==> src/rtl/gate_vec_seq.sv <==
// Drives the four (a,b) operand vectors into an external gate block and checks its eight results.
// Compare logic is only built when GATE_VEC_SEQ_CHECK_EN is defined.
module gate_vec_seq #(
  parameter int HOLD_CYCLES = 4,
  parameter int LOOPS       = 1
) (
  input  logic       clk,
  input  logic       rst_n,
  input  logic       start,
  output logic       a,
  output logic       b,
  input  logic       ya,
  input  logic       yna,
  input  logic       yo,
  input  logic       yno,
  input  logic       yx,
  input  logic       yxn,
  input  logic       ynota,
  input  logic       ynotb,
  output logic       busy,
  output logic       done,
  output logic       mismatch,
  output logic [7:0] err_cnt,
  output logic [1:0] vec_idx
);

  typedef enum logic [1:0] {
    S_IDLE,
    S_DRIVE,
    S_SAMPLE,
    S_DONE
  } state_t;

  localparam logic [7:0] HOLD_LAST = 8'(HOLD_CYCLES - 1);
  localparam logic [7:0] LOOP_LAST = 8'(LOOPS - 1);

  state_t     state_q, state_d;
  logic [7:0] hold_cnt_q, hold_cnt_d;
  logic [7:0] loop_cnt_q, loop_cnt_d;
  logic [1:0] vec_idx_q, vec_idx_d;
  logic       a_q, a_d;
  logic       b_q, b_d;
  logic       busy_q, busy_d;
  logic       done_q, done_d;
  logic       mismatch_q, mismatch_d;
  logic [7:0] err_cnt_q, err_cnt_d;
  logic [1:0] vec_inc;
  logic       vec_bad;

  assign vec_inc = vec_idx_q + 2'd1;

`ifdef GATE_VEC_SEQ_CHECK_EN
  logic [7:0] results;
  logic [7:0] expected;

  assign results  = {ya, yna, yo, yno, yx, yxn, ynota, ynotb};
  // Reference is taken from the registered operands, which are stable throughout SAMPLE.
  assign expected = {a_q & b_q, ~(a_q & b_q), a_q | b_q, ~(a_q | b_q),
                     a_q ^ b_q, ~(a_q ^ b_q), ~a_q, ~b_q};
  assign vec_bad  = (results != expected);
`else
  logic unused_results;

  assign unused_results = ^{ya, yna, yo, yno, yx, yxn, ynota, ynotb};
  assign vec_bad        = 1'b0;
`endif

  always_comb begin
    state_d    = state_q;
    hold_cnt_d = hold_cnt_q;
    loop_cnt_d = loop_cnt_q;
    vec_idx_d  = vec_idx_q;
    a_d        = a_q;
    b_d        = b_q;
    busy_d     = busy_q;
    done_d     = 1'b0;
    mismatch_d = 1'b0;
    err_cnt_d  = err_cnt_q;

    case (state_q)
      S_IDLE: begin
        if (start) begin
          state_d    = S_DRIVE;
          hold_cnt_d = 8'd0;
          loop_cnt_d = 8'd0;
          vec_idx_d  = 2'd0;
          a_d        = 1'b0;
          b_d        = 1'b0;
          busy_d     = 1'b1;
          err_cnt_d  = 8'd0;
        end
      end

      S_DRIVE: begin
        if (hold_cnt_q == HOLD_LAST) begin
          state_d    = S_SAMPLE;
          hold_cnt_d = 8'd0;
        end else begin
          hold_cnt_d = hold_cnt_q + 8'd1;
        end
      end

      S_SAMPLE: begin
        if (vec_bad) begin
          mismatch_d = 1'b1;
          if (err_cnt_q != 8'hFF) begin
            err_cnt_d = err_cnt_q + 8'd1;
          end
        end
        if (vec_idx_q == 2'd3 && loop_cnt_q == LOOP_LAST) begin
          state_d = S_DONE;
          busy_d  = 1'b0;
          done_d  = 1'b1;
        end else begin
          state_d   = S_DRIVE;
          vec_idx_d = vec_inc;
          a_d       = vec_inc[0];
          b_d       = vec_inc[1];
          if (vec_idx_q == 2'd3) begin
            loop_cnt_d = loop_cnt_q + 8'd1;
          end
        end
      end

      S_DONE: begin
        state_d = S_IDLE;
      end

      default: begin
        state_d = S_IDLE;
        busy_d  = 1'b0;
      end
    endcase
  end

  always_ff @(posedge clk or negedge rst_n) begin
    if (!rst_n) begin
      state_q    <= S_IDLE;
      hold_cnt_q <= 8'd0;
      loop_cnt_q <= 8'd0;
      vec_idx_q  <= 2'd0;
      a_q        <= 1'b0;
      b_q        <= 1'b0;
      busy_q     <= 1'b0;
      done_q     <= 1'b0;
      mismatch_q <= 1'b0;
      err_cnt_q  <= 8'd0;
    end else begin
      state_q    <= state_d;
      hold_cnt_q <= hold_cnt_d;
      loop_cnt_q <= loop_cnt_d;
      vec_idx_q  <= vec_idx_d;
      a_q        <= a_d;
      b_q        <= b_d;
      busy_q     <= busy_d;
      done_q     <= done_d;
      mismatch_q <= mismatch_d;
      err_cnt_q  <= err_cnt_d;
    end
  end

  assign a        = a_q;
  assign b        = b_q;
  assign busy     = busy_q;
  assign done     = done_q;
  assign mismatch = mismatch_q;
  assign err_cnt  = err_cnt_q;
  assign vec_idx  = vec_idx_q;

endmodule

==> config.mk <==
export PLATFORM = sky130hd
export DESIGN_NAME = gate_vec_seq
export DESIGN_NICKNAME = d
export VERILOG_FILES = /design/src/rtl/gate_vec_seq.sv
export SDC_FILE = /design/constraint.sdc
export NUM_CORES = 1
export LEC_CHECK = 0
export ABC_AREA = 1
export CORE_ASPECT_RATIO = 1.25
export CORE_MARGIN = 1
export CORE_UTILIZATION = 51
export DETAILED_ROUTE_END_ITERATION = 12
export MAX_ROUTING_LAYER = met4
export PLACE_DENSITY = 0.88
export SLEW_MARGIN = 20
export SYNTH_ARGS = -nofsm -noshare
export SYNTH_HDL_FRONTEND = slang
export SYNTH_SLANG_ARGS = --single-unit
==> constraint.sdc <==
create_clock -name clk -period 1.4 [get_ports clk]
set_input_delay 0.28 -clock clk [delete_from_list [all_inputs] [get_ports clk]]
set_output_delay 0.28 -clock clk [all_outputs]
set_load 0.02 [all_outputs]
## Yosys cells after proc, flatten, opt, wreduce, memory -nomap -nowiden

Index checks and enable logic that the tools add are counted.
Widths: inputs -> output; s select.

| storage, ports and cells | value |
|---|---|
| word-level logic and storage cells | 54 |
| bits in registers | 24 |
| output and inout port bits | 15 |

| operators by class | value |
|---|---|
| mux-type cells | 23 |
| reduce and logical (&&, ||, !) cells | 10 |
| $add $sub $neg | 3 |
| equal/unequal tests | 10 |

Operator list:

| operator | count |
|---|---|
| $mux 8 | 4 |
| $pmux 8 s2 | 2 |
| $add 8x1->8 const B | 2 |
| $mux 2 | 5 |
| $ne 2x2->1 const B | 5 |
| $eq 8x2->1 const B | 1 |
| $logic_not 8->1 | 1 |
| $pmux 2 s4 | 1 |
| $mux 1 | 7 |
| $eq 2x2->1 const B | 3 |
| $pmux 1 s2 | 3 |
| $reduce_and 3->1 | 2 |
| $pmux 2 s2 | 1 |
| $reduce_and 2->1 | 2 |
| $reduce_and 4->1 | 1 |
| $reduce_bool 2->1 | 2 |
| $add 2x1->2 const B | 1 |
| $eq 2x1->1 const B | 1 |
| $logic_not 2->1 | 1 |
| $logic_and 1x1->1 | 1 |

## Longest topological paths before layout

Gate-level depths: netlist of run 1.

| logic depth | value |
|---|---|
| word-level depth | 4 |
| mapped depth | 8 |
| depth with buffers taken out | 8 |

## Worst setup path after synthesis of run 1

Ideal clock, no wire load.

| timing | value |
|---|---|
| kind | reg2reg |
| start | register vec_idx_q[0], in the netlist vec_idx[0] |
| end | register loop_cnt_q[0] |
| data required time | 1334 ps |
| cell stages (with the launch flop) | 8 |
| library setup time | 66 ps |
| arrival | 1282 ps |
| setup slack | 52 ps |
| period minus slack after synthesis | 1348 ps |
| cells stage by stage | dfrtp_1 ha_1 nand2_1 nor2_1 nand3_2 nand3_2 nand2_1 nand2_1 |

| on the way | value |
|---|---|
| cells in the longest elaborated chain, start to end | 4 |
| elaborated cells between the ends (all ways) | 5 |
| classes of those cells | eq/ne (3); reduce/logical (2) |

Ends and longest elaborated chain:

| item | RTL line | text |
|---|---|---|
| start, declared | 40 | `logic [1:0] vec_idx_q, vec_idx_d;` |
| start signal, assigned | 152 | `vec_idx_q <= vec_idx_d;` |
| $eq 2x2->1 (*) | 110, 119 |  |
| $logic_and 1x1->1 | 110 | `if (vec_idx_q == 2'd3 && loop_cnt_q == LOOP_LAST) begin` |
| $ne 2x2->1 (no source line) | - |  |
| $reduce_and 4->1 (no source line) (*) | - |  |
| end signal, assigned | 151 | `loop_cnt_q <= loop_cnt_d;` |
| end, declared | 39 | `logic [7:0] loop_cnt_q, loop_cnt_d;` |

Mark *: on every way between the ends. The rest lies on a longest branch, timed or not.
A chain may end at the register's enable or synchronous reset.

## Worst setup path after layout of run 1

| timing | value |
|---|---|
| start | register vec_idx_q[0], in the netlist vec_idx[0] |
| end | register vec_idx_q[0], in the netlist vec_idx[0] |

| on the way | value |
|---|---|
| cells in the longest elaborated chain, start to end | 4 |
| elaborated cells between the ends (all ways) | 7 |
| classes of those cells | add/sub (1); eq/ne (2); mux (2); reduce/logical (2) |

Ends and longest elaborated chain:

| item |
|---|
| branches (longest 4 deep; another with $add 2x1->2) |

Several ways; the timed one is not identified. The select of a mux whose other input is x is not followed.

==> results of run 1 <==
[cell usage in the layout (no fill, tap or decap), types with 3 or more instances in the layout]
master / synthesis / final
buf_4: 11 / 15
nand3_1: 15 / 14
clkbuf_4: 0 / 3
dlygate4sd2_1: 0 / 6
conb_1: 1 / 9
dfrtp_1: 22 / 21
nor2_1: 17 / 17
nand4_1: 5 / 5
inv_1: 17 / 17
nand2_1: 65 / 64
ha_1: 4 / 3
inv_2: 10 / 10
o21ai_1: 6 / 5
[state kept, by name (all words and copies together), names as in the netlist]
signal,flops
busy,1
done,1
hold_cnt_q,8
loop_cnt_q,8
state_q,2
vec_idx,2
[routing by layer]
layer	vias to the layer above	wire length [µm]	track usage, %
li1	620	-	-
met3	4	48	3.049
met2	15	1426	37.45
met4	0	23	7.143
met5	-	0	-
met1	564	1122	21.33
[power breakdown]
part / total (W) / internal [W] / switching, W
Sequential: 0.000649 / 0.000642 / 0.00000702
Combinational: 0.000121 / 0.0000397 / 0.0000812
Clock: 0.000348 / 0.000158 / 0.000189
Total: 0.00112 / 0.000840 / 0.000278
[cell type report]
type / instances / area, µm² / area share (%)
multi-input combinational: 135 / 666.9 / 41.45
sequential: 22 / 551.8 / 34.29
timing repair buffer: 25 / 207.7 / 12.91
inverter: 28 / 105.1 / 6.532
tap: 33 / 41.29 / 2.566
clock buffer: 4 / 36.28 / 2.255
[per-stage QoR]
stage / setup TNS (ns) / cells / area, µm² / utilization, % / total power (W)
2_1_floorplan: 0 / 196 / 1375 / - / 0.0007471
3_3_place_gp: -1.016 / 239 / 1511 / 61.01 / 0.0007781
3_5_place_dp: -1.203 / 239 / 1511 / 61.01 / 0.0007800
4_1_cts: 0 / 243 / 1540 / 62.17 / 0.001114
5_1_grt: -0.7470 / 247 / 1609 / 64.95 / 0.001156
6_report: 0 / 247 / 1609 / 64.95 / 0.001118
[worst paths after layout]
check | end | slack [ns]
worst max-delay path | vec_idx[0]$_DFFE_PN0P_ | 0.002
worst min-delay path | hold_cnt_q[1]$_DFFE_PN0P_ | 0.31
max in group asynchronous | state_q[0]$_DFFE_PN0P_ | 0.85
min in group clk | busy$_DFFE_PN0P_ | 0.50
worst max register to register | vec_idx[0]$_DFFE_PN0P_ | 0.002
worst min register to register | busy$_DFFE_PN0P_ | 0.50
[Yosys cell counts]
cell type	instances
buf_4	11
ha_1	4
nand4_1	5
dfrtp_1	22
clkinv_1	1
inv_1	17
conb_1	1
nand2_1	65
nor2_4	1
nor3_1	2
nor3_4	1
nand3_2	2
xor2_1	2
nand3_1	15
o21ai_0	2
nor2_2	1
inv_2	10
o21ai_1	6
a21oi_1	1
nor2_1	17
o22ai_1	2
[cells by family after synthesis]
group / count (synthesis) / synth area share, %
flip-flops: 22 / 40.93
AO/OA/AOI/OAI: 11 / 4.279
other: 1 / 0.2788
buffers and inverters: 39 / 13.95
AND/OR/NAND/NOR: 109 / 35.54
adder cells (fa/ha/maj): 4 / 3.721
XOR/XNOR: 2 / 1.303
[repair_timing]
action | CTS | global route
endpoints found under the setup margin | 6 | 13
pin swaps | 0 | 7
buffers inserted | 0 | 4
cloned | 0 | 0
resized for setup | 6 | 10
==> impl_metrics.py, run 1 <==
metrics = {
    "clock_tree": {
        "ctsRootBufferMaster": "clkbuf_4",
        "path_clk_slew_ns": 0.13,
        "numCtsBuffers": 3,
        "cts_tree": "yes",
        "cts_buffer_depth": 2,
        "cts_sinks": 22,
        "insertion_delay_ns": 0.30,
        "holdBufCountCts": 0,
        "htree_levels": 1,
    },
    "final_layout": {
        "final_nets": 230,
        "fillers": 211,
        "n_antenna_cell": 0,
        "drive_above_1_share_pct": 20.09,
        "area_growth_pct": 19.63,
    },
    "synth": {
        "yosysWarnings": 0,
        "synth_area_leaders": "dfrtp_1, nand2_1, buf_4",
        "synth_top_area_share_pct": 40.93,
        "yosys.cell_types.count": 21,
        "synth.largest_area_cell": "dfrtp_1",
        "netlist_area_um2": 1345,
        "synth-seq-cells": 22,
        "syn_avg_cell_area_um2": 7.154,
        "syn_inst": 188,
        "ys_seq_area_share_pct": 40.93,
    },
    "pwr": {
        "p_per_area_nw_per_um2": 694.7,
        "peakVddDrop_mv": 0.5816,
        "leakagePower_nw": 0.9058,
    },
    "setup_path": {
        "slowest_delay_ns": 0.41,
        "critical_path_peak_fanout": 6,
        "cp-startpoint": "vec_idx[0]$_DFFE_PN0P_",
        "critPathTopFamily": "simple AND/OR/NAND/NOR gates",
        "arrival_ns": 1.61,
        "crit_path_cell_trace": "ha_1 -> nand2_1 -> nor2_1 -> nand3_2 -> buf_6 -> nand2_2 -> o21ai_2",
        "cp_num_cells": 7,
        "cp_slowest_cell": "dfrtp_1",
        "worstPathRequired_ns": 1.61,
        "rr_startpoint": "vec_idx[0]$_DFFE_PN0P_",
        "reg2reg_depth": 7,
        "path_class": "reg2reg",
        "critPathLaunchType": "register",
        "critPathBufInv": 1,
        "endpoint_kind": "register",
    },
    "global_routing": {
        "grt_max_degree": 23,
        "antenna_found_initial": 0,
        "grt_util_all_layers_pct": 20.57,
        "grt_pass1_vias": 1149,
        "grt_pass1_wl_mm": 4.167,
        "overflow": 0,
    },
    "sta": {
        "post-route-period-util_pct": 99.82,
        "clock_skew_ns": 0.01317,
        "fmax_mhz": 715.5,
        "timing.final.ws_setup_ns": 0.002460,
        "hold_ws_ns": 0.3120,
        "maxSlewViolCount": 0,
        "rsz0062_at_grt": "yes",
        "min_period_ns": 1.398,
        "hold_violations": 0,
        "setup-violations-final": 0,
    },
    "route": {
        "wl_mm": 2.620,
        "vias": 1203,
        "antenna_left": 0,
        "viasPerCell": 4.870,
        "drc": 0,
        "dr.first_iter.drc_count": 28,
        "firstDrtPassIters": 4,
        "wl_per_cell_um": 10.61,
    },
    "die": {
        "pin_count": 26,
        "core_region_area_um2": 2477,
        "die-height_um": 59.42,
        "dieWidth_um": 47.94,
        "rows": 20,
        "start_util_pct": 54.29,
        "dieArea_um2": 2848,
    },
    "run_status": {
        "status": "completed",
    },
    "flow_run": {
        "cap_violations": 0,
    },
    "hold_path": {
        "hp-class": "in2async",
    },
    "place": {
        "portBuffers": 8,
        "gp_congestion": 0.8288,
        "dp_slack_ns": -0.1285,
        "post-dp-hpwl_mm": 1.946,
    },
}
Note: power is estimated with default switching activity, not from simulation.
==> inputs of run 2 (changes only) <==
- CORE_UTILIZATION: 51 -> 57
- CTS_BUF_LIST: default -> sky130_fd_sc_hd__clkbuf_4
- PLACE_DENSITY: 0.88 -> 0.95
- SLEW_MARGIN: 20 -> default
- clock period: 1.4 -> 1.7 ns (I/O delays scaled with it)
==> run 2 against run 1 <==
Clock-buffer cell count down 1. Worst hold slack gained 0.032 ns. Highest routed layer unchanged. Critical path depth down 6. Global-route usage up 1.8 points. Largest cell class unchanged.
==> impl_metrics.py, run 2 (synthesized netlist as in run 1, its figures left out) <==
metrics = {
    "sta": {
        "clock_skew_ns": 0.004163,
        "min_period_ns": 1.638,
        "fin_tns_setup_ns": 0,
        "post-route-period-util_pct": 96.35,
        "maxSlewViolCount": 0,
        "setup-violations-final": 0,
        "rsz0062_at_grt": "no",
        "hold_violations": 0,
        "fmax_mhz": 610.5,
    },
    "global_routing": {
        "antenna_found_initial": 0,
        "overflow": 0,
        "grt_pass1_vias": 969,
        "grt_util_all_layers_pct": 22.34,
        "grt_max_degree": 23,
        "grt_pass1_wl_mm": 4.002,
    },
    "pwr": {
        "p_per_area_nw_per_um2": 705.4,
        "peakVddDrop_mv": 0.6615,
        "leakagePower_nw": 0.8321,
        "total_power_w": 0.001042,
    },
    "place": {
        "post-dp-hpwl_mm": 1.805,
        "gp_congestion": 0.8378,
        "portBuffers": 8,
        "placed_cells": 226,
    },
    "setup_path": {
        "critPathBufInv": 1,
        "path_class": "reg2out",
        "cp_num_cells": 1,
        "endpoint_kind": "primary output",
        "critical_path_peak_fanout": 2,
        "crit_path_cell_trace": "clkdlybuf4s50_1",
        "cp_slowest_cell": "clkdlybuf4s50_1",
        "critPathLaunchType": "register",
        "slowest_delay_ns": 0.60,
        "critPathTopFamily": "buffers and inverters",
        "reg2reg_depth": 8,
        "arrival_ns": 1.30,
        "worstPathRequired_ns": 1.36,
    },
    "die": {
        "dieWidth_um": 45.45,
        "dieArea_um2": 2559,
        "core_region_area_um2": 2211,
        "rows": 19,
        "start_util_pct": 60.84,
        "die-height_um": 56.31,
        "pin_count": 26,
    },
    "route": {
        "antenna_left": 0,
        "drc": 0,
        "wl_per_cell_um": 11.28,
        "firstDrtPassIters": 4,
        "vias": 1151,
        "viasPerCell": 5.004,
        "wl_mm": 2.594,
        "dr.first_iter.drc_count": 39,
    },
    "final_layout": {
        "drive_above_1_share_pct": 10.55,
        "area_growth_pct": 9.861,
        "multi_input_area_um2": 636.9,
        "final_nets": 215,
        "fillers": 196,
        "final_cell_mix": "nand2_1, dfrtp_1, inv_1, nor2_1, nand3_1",
        "largest_registers": "hold_cnt_q (8), loop_cnt_q (8)",
        "regArea_um2": 550.5,
        "stdcell_count": 230,
        "final_common_cell": "nand2_1",
        "n_antenna_cell": 0,
    },
    "clock_tree": {
        "path_clk_slew_ns": 0.14,
        "htree_levels": 1,
        "cts_buffer_depth": 2,
        "insertion_delay_ns": 0.32,
        "holdBufCountCts": 0,
        "ctsRootBufferMaster": "clkbuf_4",
        "cts_tree": "yes",
        "cts_sinks": 22,
        "numCtsBuffers": 3,
    },
    "run_status": {
        "status": "completed",
    },
    "hold_path": {
        "hp-class": "in2async",
    },
    "flow_run": {
        "cap_violations": 0,
    },
}
[run 2: cell types whose count changed in the layout (fill, tap and decap cells not counted), moves of 2 or more]
| cell | previous run | this run |
|---|---|---|
| buf_4 | 15 | 2 |
| buf_6 | 2 | 0 |
| clkdlybuf4s50_1 | 2 | 4 |
| dlygate4sd2_1 | 6 | 3 |
[run 2: worst paths after layout]
check	from	endpoint	slack [ns]
setup reg to reg	loop_cnt_q[0]$_DFFE_PN0P_	loop_cnt_q[7]$_DFFE_PN0P_	0.23
max in group asynchronous	rst_n	loop_cnt_q[2]$_DFFE_PN0P_	1.13
hold reg to reg	busy$_DFFE_PN0P_	busy$_DFFE_PN0P_	0.50
hold / removal	rst_n	loop_cnt_q[5]$_DFFE_PN0P_	0.34
min in group clk	busy$_DFFE_PN0P_	busy$_DFFE_PN0P_	0.50
setup / recovery	busy$_DFFE_PN0P_	busy	0.06
[run 2: final cells by class]
cell class,count,share of cell area [%]
inverter,28,7.113
clock buffer,3,1.524
multi-input combinational,135,43.10
sequential,22,37.26
timing repair buffer,10,6.351
tap,31,2.625
clock inverter,1,2.032
[run 2: where the power goes]
part           internal (W)  total [W]  switching (W)
Clock              0.000239   0.000421       0.000182
Sequential         0.000529   0.000534     0.00000583
Combinational     0.0000246  0.0000873      0.0000628
Total              0.000792    0.00104       0.000250
[run 2: per-layer routing]
metal	GRT usage, %	vias to the layer above	routed length [µm]
met5	-	-	0
met4	6.494	0	20
met3	6.752	2	89
met2	36.53	23	1381
met1	25.64	539	1104
li1	-	587	-
[run 2: repair_timing]
action	in CTS	in global routing
resized for setup	3	1
setup endpoints to repair	4	1
buffers inserted	0	0
[run 2: through the flow]
step                      setup slack (ns)  utilization (%)  hold WS [ns]  area [µm²]
final                              0.06200            66.84        0.3438        1478
after global routing               0.01860            66.84        0.3806        1478
after CTS                         0.004091            66.72        0.3510        1475
after detailed placement           0.07829            64.52        0.4650        1426
after global placement              0.1036            64.52        0.4553        1426
after floorplan                     0.3517                -       0.04441        1375
==> variant, RTL diff (config.mk and constraints of run 1) <==
Build with the macro `GATE_VEC_SEQ_CHECK_EN` defined.
--- a/src/rtl/gate_vec_seq.sv
+++ b/src/rtl/gate_vec_seq.sv
@@ -1,4 +1,6 @@
 // Drives the four (a,b) operand vectors into an external gate block and checks its eight results.
 // Compare logic is only built when GATE_VEC_SEQ_CHECK_EN is defined.
+`define GATE_VEC_SEQ_CHECK_EN
+
 module gate_vec_seq #(
   parameter int HOLD_CYCLES = 4,
Check against the original RTL: not equivalent (Yosys sat finds a counterexample within 10 cycles, from zero or initial values and one cycle with rst_n low).
==> variant against run 1 <==
  * The run now ends with negative setup slack left
  * Wire length grew 100%
  * Non-clock buffer count is 38 higher
  * Worst setup slack worse by 150 ps
  * Synthesized cell count increased by 38%
  * Cell area up 66%
  * Sequential power is 39% higher
  * Global-route usage up 9.2 points
  * Utilization grew 11 points
  * Maximum frequency is 9.9% lower
  * Synthesized area increased by 40%
  * Critical endpoint is now err_cnt[4]
  * Total power grew 61%
  * Sequential cell count grew 9
==> variant: results (changes against run 1) <==
The total wirelength of the detailed-routed design is 5290 um (+100%). The post-placement cell area came out at 2450 um^2 (+62%). The largest driver fanout on the critical path was 8 (+2).

The worst path setup slack after routing is -151 ps (-153 ps). The setup slack at placement came out at -276 ps (-148 ps). The number of nets in the layout came to 343 (+49%). The highest-delay cell along the critical path is dfrtp_2.

The tree is rooted in a clkbuf_8. The maximum number of pins on one net before global-route repair is 32 (+39%). The final setup violation count is 15 (+15). The violation count after the first detailed-route iteration is 179 (+540%). The standby leakage power came to 1.28 nW (+41%).

The flow ran to the end, but the final reports show violations. The depth of the CTS H-tree came out at 2 (+1). The global-route track usage on met3 came out at 0.0778 (+0.0473). The peak supply drop came to 0.756 mV (+30%). The post-synthesis share of cell area spent on full adders, half adders and majority gates is 0.0399 (+0.00268).

The ratio of cells with drive above 1 in the final layout is 0.281 (+0.0804). The overall track demand over capacity in global routing came out at 0.298 (+0.0921). The final reports fail on negative setup slack. The number of distinct library cells after synthesis came out at 23 (+9.5%). The count of fill cells added during filler insertion came out at 238 (+13%). The detail-routed via count per cell came out at 5.54 (+14%). The total CTS buffers is 5 (+2). The half-perimeter wire length of the detailed placement result came out at 3410 um (+75%). The last weighted congestion value of the routability-driven placer is 0.930 (+12%). The xor and xnor fraction of the mapped netlist area came out at 0.0186 (+0.00559). The portion of the post-synthesis area used by sequential elements came out at 0.412 (+0.00293). The clock transition at the registers of the reported paths came out at 60 ps (-70 ps). The count of input and output buffers came out at 25 (+17). The data arrival time of the worst path is 1780 ps (+170 ps). The highest cell delay on the worst timing path was 430 ps (+20 ps). The first-pass GRT wire length came out at 8830 um (+110%). Yosys attributes the largest share of cell area to dfrtp_1 (41%), nand2_1 (13%), nand3_1 (8.5%). The global-route met1 utilization came to 0.316 (+0.103).
## variant: power by group through the flow
stage | sequential [W] | combinational [W] | clock [W]
floorplan | 0.000928 | 0.0000307 | 0
global placement | 0.000921 | 0.000111 | 0
detailed placement | 0.000921 | 0.000115 | 0
CTS | 0.000904 | 0.000119 | 0.000793
global route | 0.000905 | 0.000135 | 0.000830
finish | 0.000905 | 0.000120 | 0.000780
## variant: cell families (layout without fill, tap and decap cells)
| group | Yosys count | after routing |
|---|---|---|
| buffers and inverters | 42 | 109 |
| and+or+nand+nor | 149 | 149 |
| AOI/OAI and AO/OA | 27 | 28 |
| DFF | 31 | 31 |
| xor gates and xnor gates | 4 | 4 |
| adders and majority gates | 6 | 6 |
## variant: per-layer routing
layer | up-vias | share of wire
li1 | 976 | -
met1 | 972 | 0.38
met2 | 63 | 0.55
met3 | 16 | 0.044
met4 | 0 | 0.021
met5 | - | 0
## variant: area by class of cell
class | count | share of cell area
Multi-Input combinational cell | 187 | 0.406
Tap cell | 39 | 0.0183
Timing Repair Buffer | 63 | 0.192
Clock buffer | 8 | 0.0375
Sequential cell | 31 | 0.292
Inverter | 38 | 0.0534
## variant: repair_timing
action / 4_1_cts / 5_1_grt
endpoints found under the setup margin: 34 / 32
setup buffers: 3 / 1
pin swaps: 8 / 11
cloned: 0 / 1
resized for setup: 38 / 19
## variant: metrics by stage
stage               instances  total power (W)  utilization
finish                    366          0.00180        0.760
global route              366          0.00187        0.760
floorplan                 259         0.000959            -
CTS                       364          0.00182        0.751
detailed placement        353          0.00104        0.698
global placement          353          0.00103        0.698
## variant: how the worst max path moves through the flow
stage	end	slack, ps
floorplan	err_cnt[0]	-70
global placement	loop_cnt_q[5]	-220
detailed placement	loop_cnt_q[5]	-280
CTS	err_cnt[0]	-160
global route	err_cnt[2]	-250
finish	err_cnt[4]	-150
